<file path="config.mk">
export PLATFORM = sky130hd
export DESIGN_NAME = store_buffer
export DESIGN_NICKNAME = d
export VERILOG_FILES = /design/src/rtl/mips_mem_pkg.sv /design/src/rtl/sb_match_prio.sv /design/src/rtl/store_buffer.sv
export SDC_FILE = /design/constraint.sdc
export NUM_CORES = 1
export LEC_CHECK = 0
export CORE_MARGIN = 2
export CORE_UTILIZATION = 51
export DETAILED_ROUTE_END_ITERATION = 6
export MAX_ROUTING_LAYER = met4
export PLACE_DENSITY_LB_ADDON = 0.2
export SETUP_SLACK_MARGIN = 0.3
export SLEW_MARGIN = 30
export SYNTH_ARGS = -nofsm -noshare
export SYNTH_HDL_FRONTEND = slang
export SYNTH_SLANG_ARGS = --single-unit
</file>
<file path="constraint.sdc">
create_clock -name i_clk -period 11.5 [get_ports i_clk]
set_input_delay 2.3 -clock i_clk [delete_from_list [all_inputs] [get_ports i_clk]]
set_output_delay 2.3 -clock i_clk [all_outputs]
set_load 0.01 [all_outputs]
</file>
<file path="src/rtl/mips_mem_pkg.sv">
// Shared MEM-stage definitions: word width, store-buffer entry layout and a
// byte-address to word-number helper.
package mips_mem_pkg;

  localparam int WORD_W = 32;

  typedef struct packed {
    logic [WORD_W-1:0] addr;
    logic [WORD_W-1:0] data;
  } sb_entry_t;

  // Word number of a byte address (byte offset dropped, zero-extended).
  function automatic logic [WORD_W-1:0] word_index(input logic [WORD_W-1:0] addr);
    return addr >> 2;
  endfunction

endpackage

</file>
<file path="src/rtl/sb_match_prio.sv">
// Load-address lookup over the store buffer: builds the per-entry word-index
// hit vector and picks the youngest hitting slot, walking from the head
// (oldest) towards the tail so the last hit seen is the youngest one.
module sb_match_prio #(
  parameter int DEPTH = 4,
  parameter int IDX_W = 30,
  parameter int PTR_W = 2
) (
  input  logic [IDX_W-1:0]            i_ld_idx,
  input  logic [DEPTH-1:0][IDX_W-1:0] i_entry_idx,
  input  logic [DEPTH-1:0]            i_valid,
  input  logic [PTR_W-1:0]            i_head,
  output logic [DEPTH-1:0]            o_hit_vec,
  output logic [PTR_W-1:0]            o_sel
);

  logic [PTR_W-1:0] w_slot;

  // Per-entry hit: only live entries whose word index equals the load's.
  always_comb begin
    o_hit_vec = '0;
    for (int i = 0; i < DEPTH; i++) begin
      o_hit_vec[i] = i_valid[i] && (i_entry_idx[i] == i_ld_idx);
    end
  end

  // Age-ordered scan from head; a later (younger) hit overrides an older one.
  always_comb begin
    w_slot = '0;
    o_sel  = i_head;
    for (int k = 0; k < DEPTH; k++) begin
      w_slot = i_head + PTR_W'(k);
      if (o_hit_vec[w_slot]) begin
        o_sel = w_slot;
      end
    end
  end

endmodule

</file>
<file path="src/rtl/store_buffer.sv">
// Posted-write store buffer between EX/MEM and the word-addressed data memory.
// Stores retire into a circular FIFO in one cycle and drain on cycles without
// a load; loads always win the memory port.
// Build option STORE_BUF_FWD_EN: when defined, loads are forwarded from the
// youngest matching buffered store; when undefined, a load that matches a
// buffered store stalls until the matching entries have drained.
module store_buffer
  import mips_mem_pkg::*;
#(
  parameter int DEPTH  = 4,
  parameter int DATA_W = WORD_W,
  parameter int ADDR_W = WORD_W
) (
  input  logic              i_clk,
  input  logic              i_rst,
  input  logic              i_st_valid,
  input  logic [ADDR_W-1:0] i_st_addr,
  input  logic [DATA_W-1:0] i_st_data,
  input  logic              i_ld_valid,
  input  logic [ADDR_W-1:0] i_ld_addr,
  output logic [DATA_W-1:0] o_ld_data,
  output logic              o_stall,
  output logic              o_empty,
  output logic              o_mem_MemRead,
  output logic              o_mem_MemWrite,
  output logic [ADDR_W-1:0] o_mem_Address,
  output logic [DATA_W-1:0] o_mem_Write_data,
  input  logic [DATA_W-1:0] i_mem_Read_data
);

  localparam int PTR_W = $clog2(DEPTH);
  localparam int CNT_W = PTR_W + 1;
  localparam int IDX_W = ADDR_W - 2;

  logic [PTR_W-1:0]  r_head;
  logic [PTR_W-1:0]  r_tail;
  logic [CNT_W-1:0]  r_count;
  logic [DEPTH-1:0]  r_valid;
  logic [ADDR_W-1:0] r_addr [DEPTH];
  logic [DATA_W-1:0] r_data [DEPTH];

  logic [DEPTH-1:0][IDX_W-1:0] w_entry_idx;
  logic [DEPTH-1:0]            w_hit_vec;
  logic [PTR_W-1:0]            w_sel;
  logic                        w_any_hit;
  logic                        w_full;
  logic                        w_ld_go;
  logic                        w_stall_raw;
  logic                        w_drain;
  logic                        w_enq;
  logic [DATA_W-1:0]           w_ld_result;

  // Word indices of every slot, fed to the lookup.
  always_comb begin
    w_entry_idx = '0;
    for (int i = 0; i < DEPTH; i++) begin
      w_entry_idx[i] = r_addr[i][ADDR_W-1:2];
    end
  end

  sb_match_prio #(
    .DEPTH (DEPTH),
    .IDX_W (IDX_W),
    .PTR_W (PTR_W)
  ) u_match (
    .i_ld_idx    (i_ld_addr[ADDR_W-1:2]),
    .i_entry_idx (w_entry_idx),
    .i_valid     (r_valid),
    .i_head      (r_head),
    .o_hit_vec   (w_hit_vec),
    .o_sel       (w_sel)
  );

  assign w_any_hit = |w_hit_vec;
  assign w_full    = (r_count == CNT_W'(DEPTH));

`ifdef STORE_BUF_FWD_EN
  // Loads always proceed; a hit is served from the youngest matching entry.
  assign w_ld_go     = i_ld_valid;
  assign w_stall_raw = i_st_valid && w_full && i_ld_valid;
  assign w_ld_result = w_any_hit ? r_data[w_sel] : i_mem_Read_data;
`else
  // A matching load is held off so the port drains the older stores first.
  logic [PTR_W-1:0] w_unused_sel;
  assign w_unused_sel = w_sel;
  assign w_ld_go      = i_ld_valid && !w_any_hit;
  assign w_stall_raw  = i_ld_valid && (w_any_hit || (i_st_valid && w_full));
  assign w_ld_result  = i_mem_Read_data;
`endif

  assign o_stall   = !i_rst && w_stall_raw;
  assign o_empty   = i_rst || (r_count == '0);
  assign o_ld_data = (i_rst || !i_ld_valid) ? '0 : w_ld_result;
  assign w_drain   = !i_rst && !w_ld_go && (r_count != '0);
  assign w_enq     = !i_rst && i_st_valid && !o_stall;

  // Memory-port arbitration: load first, otherwise drain the head entry.
  always_comb begin
    o_mem_MemRead    = 1'b0;
    o_mem_MemWrite   = 1'b0;
    o_mem_Address    = '0;
    o_mem_Write_data = '0;
    if (!i_rst) begin
      if (w_ld_go) begin
        o_mem_MemRead = 1'b1;
        o_mem_Address = i_ld_addr;
      end else if (r_count != '0) begin
        o_mem_MemWrite   = 1'b1;
        o_mem_Address    = r_addr[r_head];
        o_mem_Write_data = r_data[r_head];
      end
    end
  end

  // FIFO control: drain clears head before enqueue sets tail, so a full
  // buffer that drains and enqueues in one cycle keeps the shared slot valid.
  always_ff @(posedge i_clk) begin
    if (i_rst) begin
      r_head  <= '0;
      r_tail  <= '0;
      r_count <= '0;
      r_valid <= '0;
    end else begin
      if (w_drain) begin
        r_valid[r_head] <= 1'b0;
        r_head          <= r_head + 1'b1;
      end
      if (w_enq) begin
        r_valid[r_tail] <= 1'b1;
        r_tail          <= r_tail + 1'b1;
      end
      r_count <= r_count + CNT_W'(w_enq) - CNT_W'(w_drain);
    end
  end

  // Entry payload; valid bits gate every use, so it carries no reset.
  always_ff @(posedge i_clk) begin
    if (w_enq) begin
      r_addr[r_tail] <= i_st_addr;
      r_data[r_tail] <= i_st_data;
    end
  end

endmodule

</file>
==> results of run 1 <==
-- sequential cells by signal, summed over array words and instances (netlist names), named ones only --
name	flops
r_addr	128
r_data	128
r_valid	4
r_count	3
r_head	2
r_tail	2
-- cell usage after synthesis (all sizes together), types with 2 or more instances --
library cell / instances
a22o: 2
a22oi: 2
a31oi: 4
and2: 64
buf: 42
clkbuf: 17
dfxtp: 13
edfxtp: 256
ha: 10
inv: 48
mux2: 2
mux2i: 3
mux4: 64
nand2: 6
nand2b: 8
nand3: 10
nand4: 56
nor2: 12
nor4: 16
o2bb2ai: 32
o32ai: 5
xnor2: 121
-- worst reg2reg max path, stage by stage (launching register included) --
cell and delay [ns]:
edfxtp_1 0.40, xnor2_1 0.40, nand4_1 0.15, nor4_1 0.49
a22o_2 0.31, o31ai_4 0.10, inv_2 0.61, buf_4 0.57
ha_1 0.36, inv_1 0.05, ha_1 0.12, inv_1 0.05
fa_1 0.41, xnor2_1 0.16, nor2_1 0.05
-- cell families (layout without fill, tap and decap cells) --
logic type / Yosys count / count (layout)
AO/OA/AOI/OAI: 48 / 48
XOR/XNOR: 122 / 122
adder cells (fa/ha/maj): 11 / 11
buffers and inverters: 107 / 337
flip-flops: 269 / 269
multiplexers: 69 / 69
other: 0 / 3
AND/OR/NAND/NOR: 174 / 174
-- routing by layer --
metal	wire [um]	part of all wire
met2	14860	0.48
met5	0	0
met3	2240	0.072
met1	13400	0.43
met4	738	0.024
-- per-stage QoR --
step / hold WS (ns) / cells / worst slack [ns] / utilization / power [mW]
floorplan: 0.4668 / 800 / 4.873 / - / 1.616
global placement: 0.5042 / 1311 / 2.922 / 0.6118 / 1.837
detailed placement: 0.5151 / 1312 / 2.828 / 0.6127 / 1.839
CTS: 0.5261 / 1360 / 2.831 / 0.6460 / 2.672
global route: 0.5608 / 1362 / 2.698 / 0.6465 / 2.746
finish: 0.5226 / 1363 / 2.866 / 0.6466 / 2.646
-- power breakdown --
group / leakage [nW] / switching (mW) / total, mW / internal, mW
sequential: 2.44 / 0.0523 / 1.21 / 1.15
clock: 0.404 / 0.357 / 0.835 / 0.477
combinational: 2.30 / 0.289 / 0.606 / 0.316
-- how the worst max path moves through the flow --
stage	startpoint	end	slack (ns)	cells past startpoint
after global routing	i_ld_addr[31]	o_mem_Write_data[5]	2.70	10
after CTS	i_ld_addr[31]	o_mem_Write_data[17]	2.83	10
final	i_ld_addr[28]	o_mem_Address[6]	2.87	10
after floorplan	i_ld_addr[19]	r_addr[0][0]	4.87	7
after detailed placement	i_ld_addr[31]	o_mem_Write_data[9]	2.83	10
after global placement	i_ld_addr[31]	o_mem_Address[6]	2.92	10
-- cell usage in the layout (no fill, tap or decap), types with 2 or more instances in the layout --
master / count
inv_1: 47
diode_2: 3
ha_1: 10
dfxtp_1: 11
and2_4: 20
xnor2_1: 121
nand3_1: 9
and2_1: 44
mux2i_1: 3
buf_6: 3
edfxtp_1: 256
a22oi_1: 2
clkbuf_1: 7
buf_4: 6
a31oi_1: 4
nand4_1: 56
nand2b_1: 8
mux2_2: 2
bufinv_16: 2
nand2_1: 6
clkdlybuf4s50_1: 231
o2bb2ai_2: 29
nor2_1: 8
nor2_4: 4
o2bb2ai_1: 3
a22o_2: 2
clkinv_1: 6
clkbuf_16: 27
nor4_1: 16
o32ai_1: 4
mux4_2: 64
clkinv_2: 3
-- area by class of cell --
cell class / instances / area share
inverter: 48 / 0.01110
timing repair buffer: 241 / 0.1485
clock inverter: 14 / 0.008246
tap: 330 / 0.02543
multi-input combinational: 424 / 0.2732
antenna: 3 / 0.0004624
clock buffer: 34 / 0.04323
sequential: 269 / 0.4898
==> results.ini, run 1 <==
[run_status]
status = complete, no violations

[setup_path]
crit_path_top_delay_cell = inv_2
critical_path_class = in2out
rr_endpoint = r_count[2]
worst_path_most_repeated_cell = clkdlybuf4s50_1
max_stage_delay_ns = 0.61
worstPathMaxFanout = 37
path_delay_family = buffers and inverters
reg2reg_depth = 14
worst_setup_path_end_kind = primary output
crit_path_cell_trace = clkdlybuf4s50_1 -> xnor2_1 -> nand4_1 -> nor4_1 -> a22o_2 -> o31ai_4 -> inv_2 -> buf_4 -> o2bb2ai_2 -> clkdlybuf4s50_1
worstPathRequired_ns = 9.20
cp_num_buf_inv = 4
reg2reg_slack_ns = 7.13
cp.arrival_ns = 6.33
r2r_start = r_addr[3][28]
start_kind = input port

[clock_tree]
clk_path_buf_depth = 3
post-cts-setup-buffers = 0
ctsHoldBuffers = 0
cts_htree_levels = 1
cts.sinks = 269
cts_resized = 0
cts_buffers = 27
cts_root_buf = clkbuf_16
insertion_delay_ns = 0.55
tritoncts = built
path_clk_slew_ns = 0.06

[drt]
avgViaCountPerCell = 5.615
ant_nets = 0
remaining_drc_errors = 0
wl_per_cell_um = 22.92
wl_mm = 31.24
drtIter0Drc = 630
drt_pass1_iterations = 4
num_vias = 7653

[die]
fp.dieW_um = 163.8
fp.coreArea_sq_um = 25110
num_io_pins = 232
fp.dieArea_sq_um = 26840
die_h_um = 163.8
initial_utilization = 0.5189
row_count = 58

[global_route]
grt_pass1_vias = 7573
met3_usage = 0.04343
grt_use_total = 0.2380
grt_max_degree = 65
grt_pass1_wl_mm = 45.67
grtUsageMet2 = 0.3734
antenna_found_initial = 2
busiest_layer = met2
overflow = 0
use_met1 = 0.3234

[synthesis]
syn_nets = 943
synth_enable_flop_cells = 256
synth_top_area_cell = edfxtp_1
synth_top_area_share = 0.5900
syn_area_sq_um = 13030
postSynthRegisterBits = 269
synth_compound_area_frac = 0.04705
synth_top_family_by_area = multiplexers
yosys_warnings = 0
synthMuxAreaShare = 0.1147
ys_seq_area_frac = 0.6099
synth_cell_types = 38
synthAdderAreaFrac = 0.01114
synthTopCellsByArea = edfxtp_1, mux4_2, xnor2_1, o2bb2ai_2, nand4_1
synth-simple-area-share = 0.08287
async_flop_share = 0
syn_avg_cell_area_sq_um = 16.29
syn_inst = 800
ys.flop_type = edfxtp_1
synth_xor_area_frac = 0.08200

[layout]
nets = 1154
design_area_sq_um = 16240
area_delta_synth_final_pct = 24.60
fillCellCount = 1859
multi_input_area_sq_um = 4436
seqCellArea_sq_um = 7953
drive_gt1_frac = 0.1670

[sta]
clock.fmax_mhz = 115.8
finalSetupViolCount = 0
tns_ns = 0
slew_headroom = 0.4626
slew_viol_final = 0
skew_ns = 0.01058
hold_viol = 0
rsz0062_at_grt = no
tightest_slew_ns = 0.8061
period_share = 0.7507
min_period_ns = 8.634

[placed_design]
place_congestion = 0.9970
io_buffer_count = 231
placed_area_sq_um = 15380
dpl.hpwl_mm = 21.80

[power]
vdd_drop_max_mv = 0.1491
powerDensity_nw_per_um2 = 163.0
leakage_nw = 5.149

[worst_hold_path]
worstHoldPathType = reg2reg
min_path_cells = 1
hold_path_startpoint = r_head[0]

[run]
maxCapViolCount = 0

(Power assumes the default switching activity.)
==> inputs of run 2 (changes only) <==
Settings changed: CORE_UTILIZATION 51 to 48.
Clock period 11.5 ns to 7.5 ns, I/O delays scaled along.
==> run 2 against run 1 <==
Global-route usage down 0.62 points. Clock skew up 0.028 ns. Combinational power up 53%. Clock power up 62%. Sequential power up 54%. Largest cell class unchanged. Largest power group unchanged.
==> results.ini, run 2 (synthesis gave the netlist of run 1 again) <==
[setup_path]
path_delay_family = buffers and inverters
worst_setup_path_end_kind = primary output
start_kind = input port
crit_path_top_delay_cell = clkdlybuf4s50_1
critical_path_class = in2out
worstPathRequired_ns = 6.00
cp_num_buf_inv = 4
worst_path_most_repeated_cell = clkdlybuf4s50_1
reg2reg_slack_ns = 3.83
cp.arrival_ns = 4.96
max_stage_delay_ns = 0.57
crit_path_cell_trace = clkdlybuf4s50_1 -> xnor2_1 -> nand4_1 -> nor4_1 -> a22o_2 -> o31ai_4 -> inv_2 -> buf_4 -> o2bb2ai_1 -> clkdlybuf4s50_1
worstPathMaxFanout = 42

[layout]
final_cell_mix = edfxtp_1, clkdlybuf4s50_1, xnor2_1
n_antenna_cell = 0
fin_cells = 1375
nets = 1158
final_common_cell = edfxtp_1
area_delta_synth_final_pct = 25.44
drive_gt1_frac = 0.1692
reg_top3 = r_addr (128), r_data (128), r_valid (4)

[sta]
finalSetupViolCount = 0
slew_headroom = 0.4155
tns_ns = 0
tightest_slew_ns = 0.8768
clock.fmax_mhz = 154.8
period_share = 0.8613
skew_ns = 0.03839
rsz0062_at_grt = no
hold_viol = 0
slew_viol_final = 0
min_period_ns = 6.460

[die]
die_h_um = 168.8
initial_utilization = 0.4862
fp.dieArea_sq_um = 28480
fp.coreArea_sq_um = 26800
num_io_pins = 232
fp.dieW_um = 168.8
row_count = 60

[run_status]
status = complete, no violations

[clock_tree]
clk_path_buf_depth = 3
cts_htree_levels = 1
cts_buffers = 28
insertion_delay_ns = 0.55
cts.sinks = 269
cts_resized = 0
post-cts-setup-buffers = 0
path_clk_slew_ns = 0.06
cts_root_buf = clkbuf_16
ctsHoldBuffers = 0
tritoncts = built

[global_route]
antenna_found_initial = 0
grt_max_degree = 65
grt_pass1_vias = 7817
grt_pass1_wl_mm = 47.75
overflow = 0
grt_use_total = 0.2318

[worst_hold_path]
worstHoldPathType = reg2reg

[power]
leakage_nw = 5.206
vdd_drop_max_mv = 0.2072
powerDensity_nw_per_um2 = 253.3

[placed_design]
dp.cells = 1326
dpl.hpwl_mm = 22.86
place_congestion = 1.047
io_buffer_count = 231

[drt]
drtIter0Drc = 659
wl_per_cell_um = 23.47
num_vias = 7784
ant_nets = 0
remaining_drc_errors = 0
avgViaCountPerCell = 5.661
wl_mm = 32.27
drt_pass1_iterations = 7

[run]
maxCapViolCount = 0

[run 2: area by class of cell]
type	count	area, sq um
Clock buffer	35	748.2
Clock inverter	14	135.1
Fill cell	2058	10460
Inverter	48	180.2
Multi-Input combinational cell	424	4436
Sequential cell	269	7953
Tap cell	341	426.7
Timing Repair Buffer	244	2466
[run 2: through the flow]
step	utilization	total power [mW]	setup slack [ns]	hold WS [ns]	instance area [sq um]
after global routing	0.6099	4.313	0.9618	0.5635	16340
after floorplan	-	2.478	1.673	0.4668	13030
after global placement	0.5747	2.825	1.158	0.5079	15400
after CTS	0.6099	4.182	1.139	0.5388	16340
after detailed placement	0.5769	2.833	1.160	0.5126	15460
final	0.6099	4.140	1.040	0.5370	16340
[run 2: metal layers]
layer  track usage  wire length [um]
met5             -                 0
met4       0.05247               633
met3       0.04349              2458
met2        0.3614             15450
met1        0.3209             13730
[run 2: power by group]
group / total (mW) / switching (mW) / leakage (nW) / internal [mW]
sequential: 1.86 / 0.0964 / 2.44 / 1.77
combinational: 0.929 / 0.439 / 2.33 / 0.490
clock: 1.35 / 0.546 / 0.431 / 0.801
[run 2: final timing paths]
check	startpoint	endpoint	depth (start not counted)
min reg2reg	r_head[0]	flip-flop	1
max	i_ld_addr[6]	o_mem_Address[31]	10
min	r_head[0]	flip-flop	1
max reg2reg	r_addr[2][15]	r_count[2]	14
[run 2: worst register-to-register path, delay by kind of cell (launching register included)]
family | cells | cell delay [ns]
AOI/OAI and AO/OA | 2 | 0.44
xor gates and xnor gates | 2 | 0.52
adders and majority gates | 3 | 0.84
buffers and inverters | 4 | 0.56
DFF | 1 | 0.41
and+or+nand+nor | 3 | 0.72
